[config.mk]
export PLATFORM = sky130hd
export DESIGN_NAME = store_buffer
export DESIGN_NICKNAME = d
export VERILOG_FILES = /design/src/rtl/store_buffer.sv
export SDC_FILE = /design/constraint.sdc
export NUM_CORES = 1
export LEC_CHECK = 0
export ABC_AREA = 1
export CORE_UTILIZATION = 45
export DETAILED_ROUTE_END_ITERATION = 7
export HOLD_SLACK_MARGIN = 0.05
export PLACE_DENSITY = 0.8
export SYNTH_ARGS = -nofsm -noshare
export SYNTH_HDL_FRONTEND = slang
export SYNTH_SLANG_ARGS = --single-unit
[constraint.sdc]
create_clock -name clk -period 2.8 [get_ports clk]
set_input_delay 0.42 -clock clk [delete_from_list [all_inputs] [get_ports clk]]
set_output_delay 0.42 -clock clk [all_outputs]
set_load 0.005 [all_outputs]
[src/rtl/store_buffer.sv]
`default_nettype none
// ============================================================================
// Module   : store_buffer
// Purpose  : Circular store buffer between the pipeline and data memory.
//            It accepts aligned sw/sh/sb stores, converts each one to a
//            lane-aligned word write with byte enables, and drains the
//            entries to memory in order through a two-state req/ack FSM.
//            Misaligned or reserved-type stores are dropped and flagged.
//            It also flags a load whose word address matches a pending store.
// Ports    : clk, reset            - clock (rising edge), async active-high reset
//            st_valid/st_ready     - store handshake
//            st_type/addr/data     - store type (00 sw, 01 sh, 10 sb), address, data
//            mem_req/mem_ack       - memory write handshake
//            mem_addr/be/wdata     - head entry (all zero while mem_req=0)
//            ld_valid/ld_addr      - load in the memory stage
//            ld_hazard             - load word matches an occupied entry
//            misalign_err          - one-cycle pulse for a rejected store
//            count                 - number of occupied entries
// Revision : 1.0 - initial release
// ============================================================================
module store_buffer #(
  parameter int DEPTH = 4
) (
  input  logic                       clk,
  input  logic                       reset,
  input  logic                       st_valid,
  output logic                       st_ready,
  input  logic [1:0]                 st_type,
  input  logic [31:0]                st_addr,
  input  logic [31:0]                st_data,
  output logic                       mem_req,
  input  logic                       mem_ack,
  output logic [9:0]                 mem_addr,
  output logic [3:0]                 mem_be,
  output logic [31:0]                mem_wdata,
  input  logic                       ld_valid,
  input  logic [31:0]                ld_addr,
  output logic                       ld_hazard,
  output logic                       misalign_err,
  output logic [$clog2(DEPTH):0]     count
);

  localparam int AW = $clog2(DEPTH);
  localparam int CW = AW + 1;

  localparam logic [CW-1:0] C_DEPTH   = CW'(DEPTH);
  localparam logic [AW-1:0] C_PTR_ONE = AW'(1);
  localparam logic [CW-1:0] C_CNT_ONE = CW'(1);

  localparam logic [0:0] S_IDLE = 1'b0;
  localparam logic [0:0] S_REQ  = 1'b1;

  // Entry storage; contents are never cleared, occupancy is tracked by the
  // pointers and count alone.
  logic [9:0]  r_ent_addr  [DEPTH];
  logic [3:0]  r_ent_be    [DEPTH];
  logic [31:0] r_ent_wdata [DEPTH];

  logic [AW-1:0] r_wr_ptr;
  logic [AW-1:0] r_rd_ptr;
  logic [CW-1:0] r_count;
  logic [0:0]    r_state;
  logic          r_misalign_err;

  logic [3:0]    w_be;
  logic [31:0]   w_wdata;
  logic          w_bad;
  logic          w_hs;
  logic          w_push;
  logic          w_pop;
  logic          w_req;
  logic [CW-1:0] w_count_nxt;
  logic [DEPTH-1:0] w_hit;
  logic          w_unused;

  // Address bits that play no part in word addressing.
  assign w_unused = ^{st_addr[31:12], ld_addr[31:12], ld_addr[1:0]};

  // Lane encoding of the incoming store and alignment check.
  always_comb begin
    w_be    = 4'b0000;
    w_wdata = 32'h0;
    w_bad   = 1'b0;
    case (st_type)
      2'b00: begin
        w_be    = 4'b1111;
        w_wdata = st_data;
        w_bad   = (st_addr[1:0] != 2'b00);
      end
      2'b01: begin
        w_be    = st_addr[1] ? 4'b1100 : 4'b0011;
        w_wdata = {2{st_data[15:0]}};
        w_bad   = st_addr[0];
      end
      2'b10: begin
        w_be    = 4'b0001 << st_addr[1:0];
        w_wdata = {4{st_data[7:0]}};
      end
      default: begin
        w_bad   = 1'b1;
      end
    endcase
  end

  // Readiness depends only on registered occupancy, so a pop in the same
  // cycle never frees a slot for a store arriving against a full buffer.
  assign st_ready    = (r_count < C_DEPTH);
  assign w_hs        = st_valid && st_ready;
  assign w_push      = w_hs && !w_bad;
  assign w_req       = (r_state == S_REQ);
  assign w_pop       = w_req && mem_ack;
  assign w_count_nxt = r_count + (w_push ? C_CNT_ONE : '0) - (w_pop ? C_CNT_ONE : '0);

  always_ff @(posedge clk or posedge reset) begin
    if (reset) begin
      r_wr_ptr       <= '0;
      r_rd_ptr       <= '0;
      r_count        <= '0;
      r_state        <= S_IDLE;
      r_misalign_err <= 1'b0;
    end else begin
      r_misalign_err <= w_hs && w_bad;
      r_count        <= w_count_nxt;
      if (w_push) begin
        r_wr_ptr <= r_wr_ptr + C_PTR_ONE;
      end
      if (w_pop) begin
        r_rd_ptr <= r_rd_ptr + C_PTR_ONE;
      end
      case (r_state)
        S_IDLE: begin
          if (r_count != '0) begin
            r_state <= S_REQ;
          end
        end
        default: begin
          // Stay in REQ while anything remains, including a store pushed
          // in the same cycle as the pop.
          if (w_pop && (w_count_nxt == '0)) begin
            r_state <= S_IDLE;
          end
        end
      endcase
    end
  end

  always_ff @(posedge clk) begin
    if (w_push) begin
      r_ent_addr[r_wr_ptr]  <= st_addr[11:2];
      r_ent_be[r_wr_ptr]    <= w_be;
      r_ent_wdata[r_wr_ptr] <= w_wdata;
    end
  end

  assign mem_req      = w_req;
  assign mem_addr     = w_req ? r_ent_addr[r_rd_ptr]  : 10'h0;
  assign mem_be       = w_req ? r_ent_be[r_rd_ptr]    : 4'h0;
  assign mem_wdata    = w_req ? r_ent_wdata[r_rd_ptr] : 32'h0;
  assign misalign_err = r_misalign_err;
  assign count        = r_count;

  // An entry is occupied when its distance from the head is below count.
  genvar gi;
  generate
    for (gi = 0; gi < DEPTH; gi++) begin : g_hazard
      logic [AW-1:0] w_off;
      assign w_off     = AW'(gi) - r_rd_ptr;
      assign w_hit[gi] = ({1'b0, w_off} < r_count) &&
                         (r_ent_addr[gi] == ld_addr[11:2]);
    end
  endgenerate

  assign ld_hazard = ld_valid && (|w_hit);

endmodule
`default_nettype wire
==> metrics.md <==
| Metric | Value |
|---|---|
| Critical path's largest stage delay | 0.56 ns |
| CP Cell Sequence | buf_6 -> nor2_4 -> buf_12 -> a22oi_1 -> a31oi_2 -> clkdlybuf4s50_1 |
| Switching Share | 34.69% |
| Final Power | 10.44 mW |
| CTS Hold Bufs | 0 |
| Final WS setup | 0.005192 ns |
| Area growth, synth to finish | 28.19% |
| Yosys top cell area share | 64.52% |
| Dpl ws | -0.1882 ns |
| Die H | 139.9 µm |
| Most common cell after layout, fill and taps aside | edfxtp_1 |
| Post-synth cell types | 29 |
| Fin. Hold Viols | 0 |
| Post-DP HPWL | 13970 µm |
| Setup CP Type | register to output pin |
| Slowest-stage cell, CP | clkdlybuf4s50_1 |
| Sink Count | 193 |
| Final non-filler cell area | 10980 µm² |
| CP required | 2.38 ns |
| ANT nets after route | 0 |
| Maximum buffer depth of the clock tree | 2 |
| GPL Wtd Cong | 0.8702 |
| Port Buffers | 113 |
| FMAX | 357.8 MHz |
| Post-Syn Area | 8563 µm² |
| Peak VDD IR | 0.6348 mV |
| Clk slew on worst S/H paths | 0.07 ns |
| Cell Rows | 50 |
| Syn nets | 867 |
| Critical Path AT | 2.37 ns |
| Most frequent cells in the layout | edfxtp_1 (184), nand2_1 (135), clkdlybuf4s50_1 (103), nand3_1 (95), inv_1 (81) |
| Combinational share of power | 42.2% |
| Count of final setup violators | 0 |
| Buf+Inv Stages, Crit Path | 3 |
| Post-Synthesis Cells | 753 |
| Internal power | 6.817 mW |
| CTS tree | built |
| Adder-cell area share of the yosys netlist | 1.695% |
| Max_slew headroom | 56.85% |
| I/O pin count | 156 |
| Top cells by area, synth | edfxtp_1 (65%), nand2_1 (6.0%), nand3_1 (5.6%) |
| Slew Viols, Final | 0 |
| Fraction of layout instances using a drive strength above 1 | 10.56% |
| Simple-gate share of the synthesized area | 14.49% |
| Total wire length | 21690 µm |
| Seq pwr share | 34.1% |
| Worst skew pair latency | 0.44 ns |
| Largest net degree at the start of global routing | 47 |
| Htree depth | 4 |
| Worst Setup End Kind | output pin |
| Detailed Routing Iterations Pass 1 | 5 |
| Mux contribution to synthesized area | 0% |
| Vias in the first global route | 5977 |
| Yosys warnings | 0 |
| Fin Clk Skew | 0.007084 ns |
| Initial Util | 45.78% |
| Global-route wire length before repair | 32400 µm |
| Register bit count reported by yosys | 193 |
| DRC viols | 0 |
| Tmin final | 2.795 ns |
| Crit Path Max Fanout | 18 |
| Power share of the clock group | 23.7% |
| Max_cap viols | 0 |
| GRT Util Overall | 22.15% |
| Core Region | 18710 µm² |
| Syn Area/Cell | 11.37 µm² |
| Post-Synth XOR/XNOR Area | 0.9205% |
| Final Cycle Share | 99.81% |
| Antenna cell count | 0 |
| Compound-cell area share of the yosys netlist | 10.01% |
| Die width | 139.9 µm |
| Die area | 19580 µm² |
| Cell family with most CP delay | buffers and inverters |
| Sw power | 3.621 mW |
| Root Buffer | clkbuf_16 |
| CTS Buf Count | 17 |
| Main combinational cell family by area after synthesis | simple AND/OR/NAND/NOR gates |
| RSZ-0062 raised after global routing | yes |
| Final #Nets | 1001 |
| Slew @ Worst Pin | 0.6464 ns |
| Grt total ovfl | 0 |
| Initial antenna violation count | 1 |
| Worst hold path type | input port to async pin |
| Power per cell area | 951.0 nW/µm² |
| Area leader, netlist | edfxtp_1 |
| CP Launch Type | register |
| Static Leakage | 4.187 nW |
| Vias | 6435 |
| WL per Instance | 19.13 µm |
| Outcome | complete, no violations |
| Vias per cell | 5.675 |
| Initial DRC Count | 532 |
| Post-synthesis sequential area ratio | 67.15% |
| Post-Place Cell Area | 10190 µm² |
stage by stage:
step	utilization (%)	instances	hold slack (ns)	TNS, ns
finish	58.68	1134	0.2504	0
global route	58.68	1134	0.2672	-0.1089
CTS	58.23	1132	0.2569	-0.001158
detailed placement	54.46	1096	0.5758	-0.1882
global placement	54.46	1096	0.5845	-0.1068
floorplan	-	753	0.2479	-126.72
worst register-to-register path, cell delays in order (launching register included):
cell	delay, ns
dfrtp_1	0.48
inv_1	0.23
nand3_4	0.10
ha_1	0.27
inv_1	0.06
ha_1	0.13
inv_1	0.06
fa_1	0.51
inv_1	0.07
nor3_1	0.18
nand2_1	0.07
o41ai_1	0.06
inv_1	0.07
Yosys cell counts, drive strengths merged:
library cell and count:
o22ai 9, buf 24, inv 84, clkbuf 11, xnor2 5, o21ai 18, o41ai 1, nand3 96
dfrtp 9, a22oi 37, or2 2, o211ai 8, a21oi 9, xor2 4, ha 10, clkinv 1
a31o 1, nand2 137, nor2 55, nor3 1, a221oi 9, fa 1, a31oi 37, edfxtp 184
path summary, 6_finish.rpt:
check                      slack (ns)       endpoint  cells after the start        start
max                             0.005  mem_wdata[21]                      6  r_rd_ptr[1]
min                              0.25    r_wr_ptr[1]                      2        reset
max reg2reg                      0.40        mem_req                     12     count[2]
min reg2reg                      0.59        mem_req                      2     count[1]
max in group asynchronous        2.26    r_rd_ptr[1]                      2        reset
min in group clk                 0.59        mem_req                      2     count[1]
metal layers:
layer	up-vias	global-route usage, %	part of all wire (%)
met4	0	7.750	1.9
li1	2974	-	-
met5	-	0	0
met1	3072	29.09	40
met3	36	4.410	8.9
met2	353	36.79	49
state kept, by name (all words and copies together), names as in the netlist:
name,flops
count,3
mem_req,1
misalign_err,1
r_ent_addr,40
r_ent_be,16
r_ent_wdata,128
r_rd_ptr,2
r_wr_ptr,2
layout make-up:
type | instances | area (µm²)
Timing Repair Buffer | 150 | 1588
Inverter | 85 | 321.6
Fill cell | 1453 | 7729
Clock buffer | 17 | 425.4
Tap cell | 234 | 292.8
Multi-Input combinational cell | 440 | 2409
Sequential cell | 193 | 5754
Clock inverter | 15 | 186.4
what timing repair did:
action                     CTS  global route
buffers inserted             4             0
resized for setup           15            16
cloned                       0             2
setup endpoints to repair   42            26
pin swaps                    1             7
cells by family (layout without fill, tap and decap cells):
| kind of cell | Yosys count | count (layout) |
|---|---|---|
| AO/OA/AOI/OAI | 129 | 129 |
| XOR/XNOR | 9 | 9 |
| adder cells (fa/ha/maj) | 11 | 11 |
| buffers and inverters | 120 | 267 |
| flip-flops | 193 | 193 |
| AND/OR/NAND/NOR | 291 | 291 |
power by group through the flow:
| stage | clock (mW) | sequential, mW | combinational [mW] |
|---|---|---|---|
| global placement | 0 | 3.60 | 4.08 |
| floorplan | 0 | 3.58 | 1.95 |
| global route | 2.61 | 3.58 | 4.74 |
| CTS | 2.50 | 3.55 | 4.31 |
| detailed placement | 0 | 3.62 | 4.13 |
| finish | 2.48 | 3.56 | 4.41 |
(Power assumes the default switching activity.)
